==> src/rtl/alu_seq_pkg.sv <==
// Shared types and constants for the FP ALU operation sequencer.
package alu_seq_pkg;

  localparam int unsigned DATA_W = 32;
  localparam int unsigned CNT_W  = 4;

  localparam logic OP_ADD = 1'b0;
  localparam logic OP_MUL = 1'b1;

  typedef enum logic [1:0] {
    IDLE  = 2'd0,
    DRIVE = 2'd1,
    HOLD  = 2'd2
  } state_t;

  // 65-bit command as buffered in the FIFO
  typedef struct packed {
    logic [DATA_W-1:0] a;
    logic [DATA_W-1:0] b;
    logic              op;
  } cmd_t;

endpackage

==> src/rtl/alu_op_sequencer_if.sv <==
// Command-in / result-out handshake bundle of the ALU operation sequencer.
interface alu_op_sequencer_if;
  import alu_seq_pkg::*;

  logic              in_valid;
  logic              in_ready;
  logic [DATA_W-1:0] in_a;
  logic [DATA_W-1:0] in_b;
  logic              in_op;

  logic              out_valid;
  logic              out_ready;
  logic [DATA_W-1:0] out_result;
  logic              out_carry;
  logic              out_op;

  // Producer/consumer side
  modport master (
    output in_valid, in_a, in_b, in_op, out_ready,
    input  in_ready, out_valid, out_result, out_carry, out_op
  );

  // Sequencer side
  modport slave (
    input  in_valid, in_a, in_b, in_op, out_ready,
    output in_ready, out_valid, out_result, out_carry, out_op
  );
endinterface

==> src/rtl/alu_cmd_fifo.sv <==
// Synchronous command FIFO; a full FIFO never accepts, even on a same-cycle pop.
module alu_cmd_fifo
  import alu_seq_pkg::*;
#(
  parameter int unsigned DEPTH = 4
) (
  input  logic clk,
  input  logic rst_n,
  input  logic push,
  input  cmd_t push_data,
  input  logic pop,
  output logic full,
  output logic empty,
  output cmd_t head
);

  localparam int unsigned AW = (DEPTH > 1) ? $clog2(DEPTH) : 1;

  cmd_t          mem [DEPTH];
  logic [AW-1:0] wr_ptr;
  logic [AW-1:0] rd_ptr;
  logic [AW:0]   count;
  logic          do_push;
  logic          do_pop;

  assign full    = (count == (AW+1)'(DEPTH));
  assign empty   = (count == '0);
  assign do_push = push && !full;
  assign do_pop  = pop && !empty;
  assign head    = mem[rd_ptr];

  // Pointer and occupancy tracking
  always_ff @(posedge clk) begin
    if (!rst_n) begin
      wr_ptr <= '0;
      rd_ptr <= '0;
      count  <= '0;
    end else begin
      if (do_push) wr_ptr <= wr_ptr + 1'b1;
      if (do_pop)  rd_ptr <= rd_ptr + 1'b1;
      count <= count + (AW+1)'(do_push) - (AW+1)'(do_pop);
    end
  end

  // Storage write; contents are don't-care while empty
  always_ff @(posedge clk) begin
    if (do_push) mem[wr_ptr] <= push_data;
  end

endmodule

==> src/rtl/alu_op_sequencer.sv <==
// Issue stage for the combinational FP ALU: buffers commands, drives the ALU,
// waits a settle window, captures the result and offers it on a valid/ready port.
// Optional feature macro: ALU_SEQ_STICKY_EN (sticky carry/overflow flag).
module alu_op_sequencer
  import alu_seq_pkg::*;
#(
  parameter int unsigned FIFO_DEPTH    = 4,
  parameter int unsigned SETTLE_CYCLES = 1
) (
  input  logic               clk,
  input  logic               rst_n,
  alu_op_sequencer_if.slave  bus,
  output logic [DATA_W-1:0]  alu_a,
  output logic [DATA_W-1:0]  alu_b,
  output logic               alu_selector,
  input  logic [DATA_W-1:0]  alu_result,
  input  logic               alu_carry,
  output logic               busy
`ifdef ALU_SEQ_STICKY_EN
  ,
  output logic               sticky_carry,
  input  logic               sticky_clr
`endif
);

  state_t            state;
  logic [CNT_W-1:0]  settle_cnt;
  logic              fifo_full;
  logic              fifo_empty;
  logic              push;
  logic              pop;
  logic              capture;
  cmd_t              push_cmd;
  cmd_t              head;
  logic              out_valid_q;
  logic [DATA_W-1:0] out_result_q;
  logic              out_carry_q;
  logic              out_op_q;

  assign bus.in_ready   = rst_n && !fifo_full;
  assign push           = bus.in_valid && bus.in_ready;
  assign push_cmd       = '{a: bus.in_a, b: bus.in_b, op: bus.in_op};
  assign pop            = !fifo_empty &&
                          ((state == IDLE) || ((state == HOLD) && bus.out_ready));
  assign capture        = (state == DRIVE) && (settle_cnt == '0);
  assign busy           = (state != IDLE) || !fifo_empty;
  assign bus.out_valid  = out_valid_q;
  assign bus.out_result = out_result_q;
  assign bus.out_carry  = out_carry_q;
  assign bus.out_op     = out_op_q;

  alu_cmd_fifo #(
    .DEPTH (FIFO_DEPTH)
  ) u_fifo (
    .clk       (clk),
    .rst_n     (rst_n),
    .push      (push),
    .push_data (push_cmd),
    .pop       (pop),
    .full      (fifo_full),
    .empty     (fifo_empty),
    .head      (head)
  );

  // ALU operand registers and settle counter, loaded only on a pop
  always_ff @(posedge clk) begin
    if (!rst_n) begin
      alu_a        <= '0;
      alu_b        <= '0;
      alu_selector <= 1'b0;
      settle_cnt   <= '0;
    end else if (pop) begin
      alu_a        <= head.a;
      alu_b        <= head.b;
      alu_selector <= head.op;
      settle_cnt   <= CNT_W'(SETTLE_CYCLES - 1);
    end else if ((state == DRIVE) && (settle_cnt != '0)) begin
      settle_cnt   <= settle_cnt - 1'b1;
    end
  end

  // Sequencing FSM with registered result outputs
  always_ff @(posedge clk) begin
    if (!rst_n) begin
      state        <= IDLE;
      out_valid_q  <= 1'b0;
      out_result_q <= '0;
      out_carry_q  <= 1'b0;
      out_op_q     <= 1'b0;
    end else begin
      case (state)
        IDLE: begin
          if (pop) state <= DRIVE;
        end
        DRIVE: begin
          if (capture) begin
            out_result_q <= alu_result;
            out_carry_q  <= alu_carry;
            out_op_q     <= alu_selector;
            out_valid_q  <= 1'b1;
            state        <= HOLD;
          end
        end
        HOLD: begin
          if (bus.out_ready) begin
            out_valid_q <= 1'b0;
            state       <= pop ? DRIVE : IDLE;
          end
        end
        default: state <= IDLE;
      endcase
    end
  end

`ifdef ALU_SEQ_STICKY_EN
  // Sticky overflow flag; a new carry capture wins over a clear
  always_ff @(posedge clk) begin
    if (!rst_n) begin
      sticky_carry <= 1'b0;
    end else if (capture && alu_carry) begin
      sticky_carry <= 1'b1;
    end else if (sticky_clr) begin
      sticky_carry <= 1'b0;
    end
  end
`endif

endmodule

==> src/flat_wrapper.sv <==
// flat-port wrapper written by rule: the top's interface ports become plain ports
module alu_op_sequencer_flat import alu_seq_pkg::*;
#(
  parameter int unsigned FIFO_DEPTH    = 4,
  parameter int unsigned SETTLE_CYCLES = 1
)
  (clk, rst_n, alu_a, alu_b, alu_selector, alu_result, alu_carry, busy, bus_in_valid, bus_in_a, bus_in_b, bus_in_op, bus_out_ready, bus_in_ready, bus_out_valid, bus_out_result, bus_out_carry, bus_out_op);
  alu_op_sequencer_if bus_i ();
  input  logic clk;
  input  logic rst_n;
  output logic [DATA_W-1:0] alu_a;
  output logic [DATA_W-1:0] alu_b;
  output logic alu_selector;
  input  logic [DATA_W-1:0] alu_result;
  input  logic alu_carry;
  output logic busy;
  input wire logic [$bits(bus_i.in_valid)-1:0] bus_in_valid;
  input wire logic [$bits(bus_i.in_a)-1:0] bus_in_a;
  input wire logic [$bits(bus_i.in_b)-1:0] bus_in_b;
  input wire logic [$bits(bus_i.in_op)-1:0] bus_in_op;
  input wire logic [$bits(bus_i.out_ready)-1:0] bus_out_ready;
  output wire logic [$bits(bus_i.in_ready)-1:0] bus_in_ready;
  output wire logic [$bits(bus_i.out_valid)-1:0] bus_out_valid;
  output wire logic [$bits(bus_i.out_result)-1:0] bus_out_result;
  output wire logic [$bits(bus_i.out_carry)-1:0] bus_out_carry;
  output wire logic [$bits(bus_i.out_op)-1:0] bus_out_op;
  assign bus_i.in_valid = bus_in_valid;
  assign bus_i.in_a = bus_in_a;
  assign bus_i.in_b = bus_in_b;
  assign bus_i.in_op = bus_in_op;
  assign bus_i.out_ready = bus_out_ready;
  assign bus_in_ready = bus_i.in_ready;
  assign bus_out_valid = bus_i.out_valid;
  assign bus_out_result = bus_i.out_result;
  assign bus_out_carry = bus_i.out_carry;
  assign bus_out_op = bus_i.out_op;
  alu_op_sequencer #(.FIFO_DEPTH(FIFO_DEPTH), .SETTLE_CYCLES(SETTLE_CYCLES)) u_core (.clk(clk), .rst_n(rst_n), .bus(bus_i), .alu_a(alu_a), .alu_b(alu_b), .alu_selector(alu_selector), .alu_result(alu_result), .alu_carry(alu_carry), .busy(busy));
endmodule
==> config.mk <==
export PLATFORM = sky130hd
export DESIGN_NAME = alu_op_sequencer_flat
export DESIGN_NICKNAME = d
export VERILOG_FILES = /design/src/rtl/alu_seq_pkg.sv /design/src/rtl/alu_op_sequencer_if.sv /design/src/rtl/alu_cmd_fifo.sv /design/src/rtl/alu_op_sequencer.sv /design/src/flat_wrapper.sv
export SDC_FILE = /design/constraint.sdc
export NUM_CORES = 1
export LEC_CHECK = 0
export ABC_AREA = 1
export BUFFER_PORTS_ARGS = -buffer_cell sky130_fd_sc_hd__buf_4
export CORE_MARGIN = 1.5
export CORE_UTILIZATION = 38
export DETAILED_ROUTE_END_ITERATION = 10
export GPL_TIMING_DRIVEN = 1
export SLEW_MARGIN = 20
export SYNTH_ARGS = -nofsm -noshare
export SYNTH_HDL_FRONTEND = slang
export SYNTH_SLANG_ARGS = --single-unit
==> constraint.sdc <==
create_clock -name clk -period 9.8 [get_ports clk]
set_input_delay 0 -clock clk [delete_from_list [all_inputs] [get_ports clk]]
set_output_delay 0 -clock clk [all_outputs]
set_load 0.02 [all_outputs]
==> flow_summary.ini <==
[clocking]
postCtsSetupRepairBufs = 0
insertion_delay_ps = 520
clockRootBuffer = clkbuf_16
cts_hold_buf = 112
clock_path_buffers = 3
cts_sinks = 373
cts_tree = yes
cts_buffers = 41
ctsHtreeMaxLevel = 2
cts_resized = 0
clk_pin_slew_ps = 60

[floorplan]
io_pins = 204
fp-row-count = 71
die_y_um = 199
die-area_mm2 = 0.0397
initial_core_util_pct = 38.7
core-area_mm2 = 0.0378
die_x_um = 199

[timing]
grt_setup_unrepaired = false
fin_ws_ps = 6890
slew_viol_final = 0
fin_worst_skew_ps = 11.7
slew_headroom_pct = 30.1
hold_viol_final = 0
period_share_pct = 29.7
worstMarginPinSlew_ps = 1050
period_needed_ps = 2910
fmax_ghz = 0.344
setup_violations = 0
fin_setup_tns_ps = 0

[worst_hold_path]
hp-class = in -> reg
min_from = bus_in_b[29]
hold_depth = 2
whs_endpoint = u_core.u_fifo.mem[3][30]

[placement]
port_buffers = 203
place.gp.congestion = 0.684
place_inst = 2078
post-place-ws_ps = 6680
hpwl_um = 18000

[routing]
wl_um = 34100
drt-initial-drc-count = 561
vias = 10343
dr.pass1.iters = 7
routedWlPerCell_um = 15.0
ant_nets = 0
route.detailed.drc = 0
via_per_inst = 4.56

[worst_setup_path]
cp-end-kind = flip-flop
reg2reg_slack_ps = 6890
rr_worst_depth = 5
r2r_end = u_core.u_fifo.mem[1][43]
critPathKind = reg -> reg
crit_required_ps = 9950
start_kind = flip-flop
cp_data_arrival_time_ps = 3060
cp_max_fo = 39
r2r_start = u_core.u_fifo.count[1]

[final_layout]
final_nets = 1832
drive_above_1_share_pct = 16.8
final_common_cell = nand2_1
final_cell_mix = nand2_1 (415), edfxtp_1 (260), nor2_1 (259)
stdcell_count = 2267
syn_to_final_growth_pct = 28.6

[synth]
syn-num-nets = 1539
syn_avg_cell_area_um2 = 10.2
synth_cell_types = 26
synthCells = 1429
netlist_area_mm2 = 0.0146
ys_ff_latch = 373
ys_warn_count = 0
ys_seq_area_share_pct = 68.8

[run_status]
outcome = finished, final reports clean

[grt]
grt_max_degree = 82
antenna_found_initial = 3
grt_overflow = 0
track_usage_pct = 17.1
grt_pass1_wl_um = 53000
grt_pass1_vias = 9933

[power]
p_per_area_mw_per_mm2 = 275
p_leak_nw = 7.63
ir_drop_mv = 0.159

[flow_run]
maxCapViolCount = 0
Yosys cell counts:
master	instances	share of area [%]
nand2_1	415	11
nor2_1	263	6.7
edfxtp_1	260	53
o21ai_0	115	3.9
dfxtp_1	113	15
inv_1	88	2.3
o21ai_1	52	1.8
buf_2	22	0.75
buf_6	21	1.6
clkbuf_1	19	0.49
buf_4	13	0.67
nor2_2	10	0.43
a21oi_1	9	0.31
nand3_1	8	0.27
ha_1	7	0.60
inv_2	3	0.077
xor2_1	2	0.12
a21oi_2	1	0.060
a31oi_1	1	0.043
buf_1	1	0.026
clkinv_2	1	0.034
fa_1	1	0.14
inv_4	1	0.043
nand2_4	1	0.077
nand3_4	1	0.12
nand4_1	1	0.043
flip-flops by register name, summed over array words and instances, names as in the netlist, 2 cells and up:
| register | count |
|---|---|
| u_core.u_fifo.mem | 260 |
| u_core.u_fifo.count | 3 |
| u_core.state | 2 |
| u_core.u_fifo.rd_ptr | 2 |
| u_core.settle_cnt | 4 |
| u_core.alu_b | 32 |
| u_core.alu_a | 32 |
| u_core.u_fifo.wr_ptr | 2 |
| u_core.bus.out_result | 32 |
report_power, final:
part / leakage (nW) / internal (mW) / switching (mW)
clock network: 0.628 / 0.871 / 0.583
logic: 3.71 / 0.597 / 1.08
registers: 3.29 / 1.91 / 0.139
total: 7.63 / 3.38 / 1.81
cells by family after synthesis:
| logic type | synth area share [%] |
|---|---|
| AO/OA/AOI/OAI | 6.12 |
| adder cells (fa/ha/maj) | 0.735 |
| XOR/XNOR | 0.120 |
| flip-flops | 68.8 |
| buffers and inverters | 5.95 |
| AND/OR/NAND/NOR | 18.3 |
routing by layer:
metal  up-vias  track usage [%]  wire length [um]
met4         2             4.63               552
met5         -                0                13
met1      4852             21.7             15200
met3        40             3.26              1930
li1       5226                -                 -
met2       223             29.8             16300
stage by stage:
| step | hold slack, ps | util (%) | area (um^2) | power, mW |
|---|---|---|---|---|
| 2_1_floorplan | 98.9 | - | 14600 | 3.26 |
| 3_3_place_gp | 203 | 43.3 | 16400 | 3.71 |
| 3_5_place_dp | 203 | 43.4 | 16400 | 3.74 |
| 4_1_cts | 201 | 49.7 | 18800 | 5.24 |
| 5_1_grt | 210 | 49.8 | 18800 | 5.53 |
| 6_report | 220 | 49.8 | 18800 | 5.18 |
layout make-up:
type / instances / area [um^2]
inverters: 93 / 354
fillers: 3393 / 19000
flip-flops and latches: 373 / 10100
diodes: 2 / 5.00
repair buffers: 326 / 2750
clock inverters: 15 / 156
clock buffers: 60 / 1120
well taps: 511 / 639
multi-input cells: 887 / 3730
how the worst max path moves through the flow:
stage / slack (ps) / end / startpoint
after floorplan: 5860 / u_core.u_fifo.mem[0][0] / u_core.u_fifo.count[1]
after global placement: 6710 / u_core.alu_b[21] / u_core.u_fifo.rd_ptr[1]
after detailed placement: 6680 / u_core.alu_b[1] / u_core.u_fifo.rd_ptr[1]
after CTS: 6720 / u_core.alu_b[21] / u_core.u_fifo.rd_ptr[1]
after global routing: 6630 / u_core.u_fifo.mem[1][54] / u_core.u_fifo.count[1]
final: 6890 / u_core.u_fifo.mem[1][43] / u_core.u_fifo.count[1]
critical path: stages (launching register included):
cell	delay, ps
dfxtp_1	370
inv_1	90
nand3_1	70
nand3_1	400
nor2_4	880
buf_4	680
No activity file was read; power rests on OpenSTA's default activity.
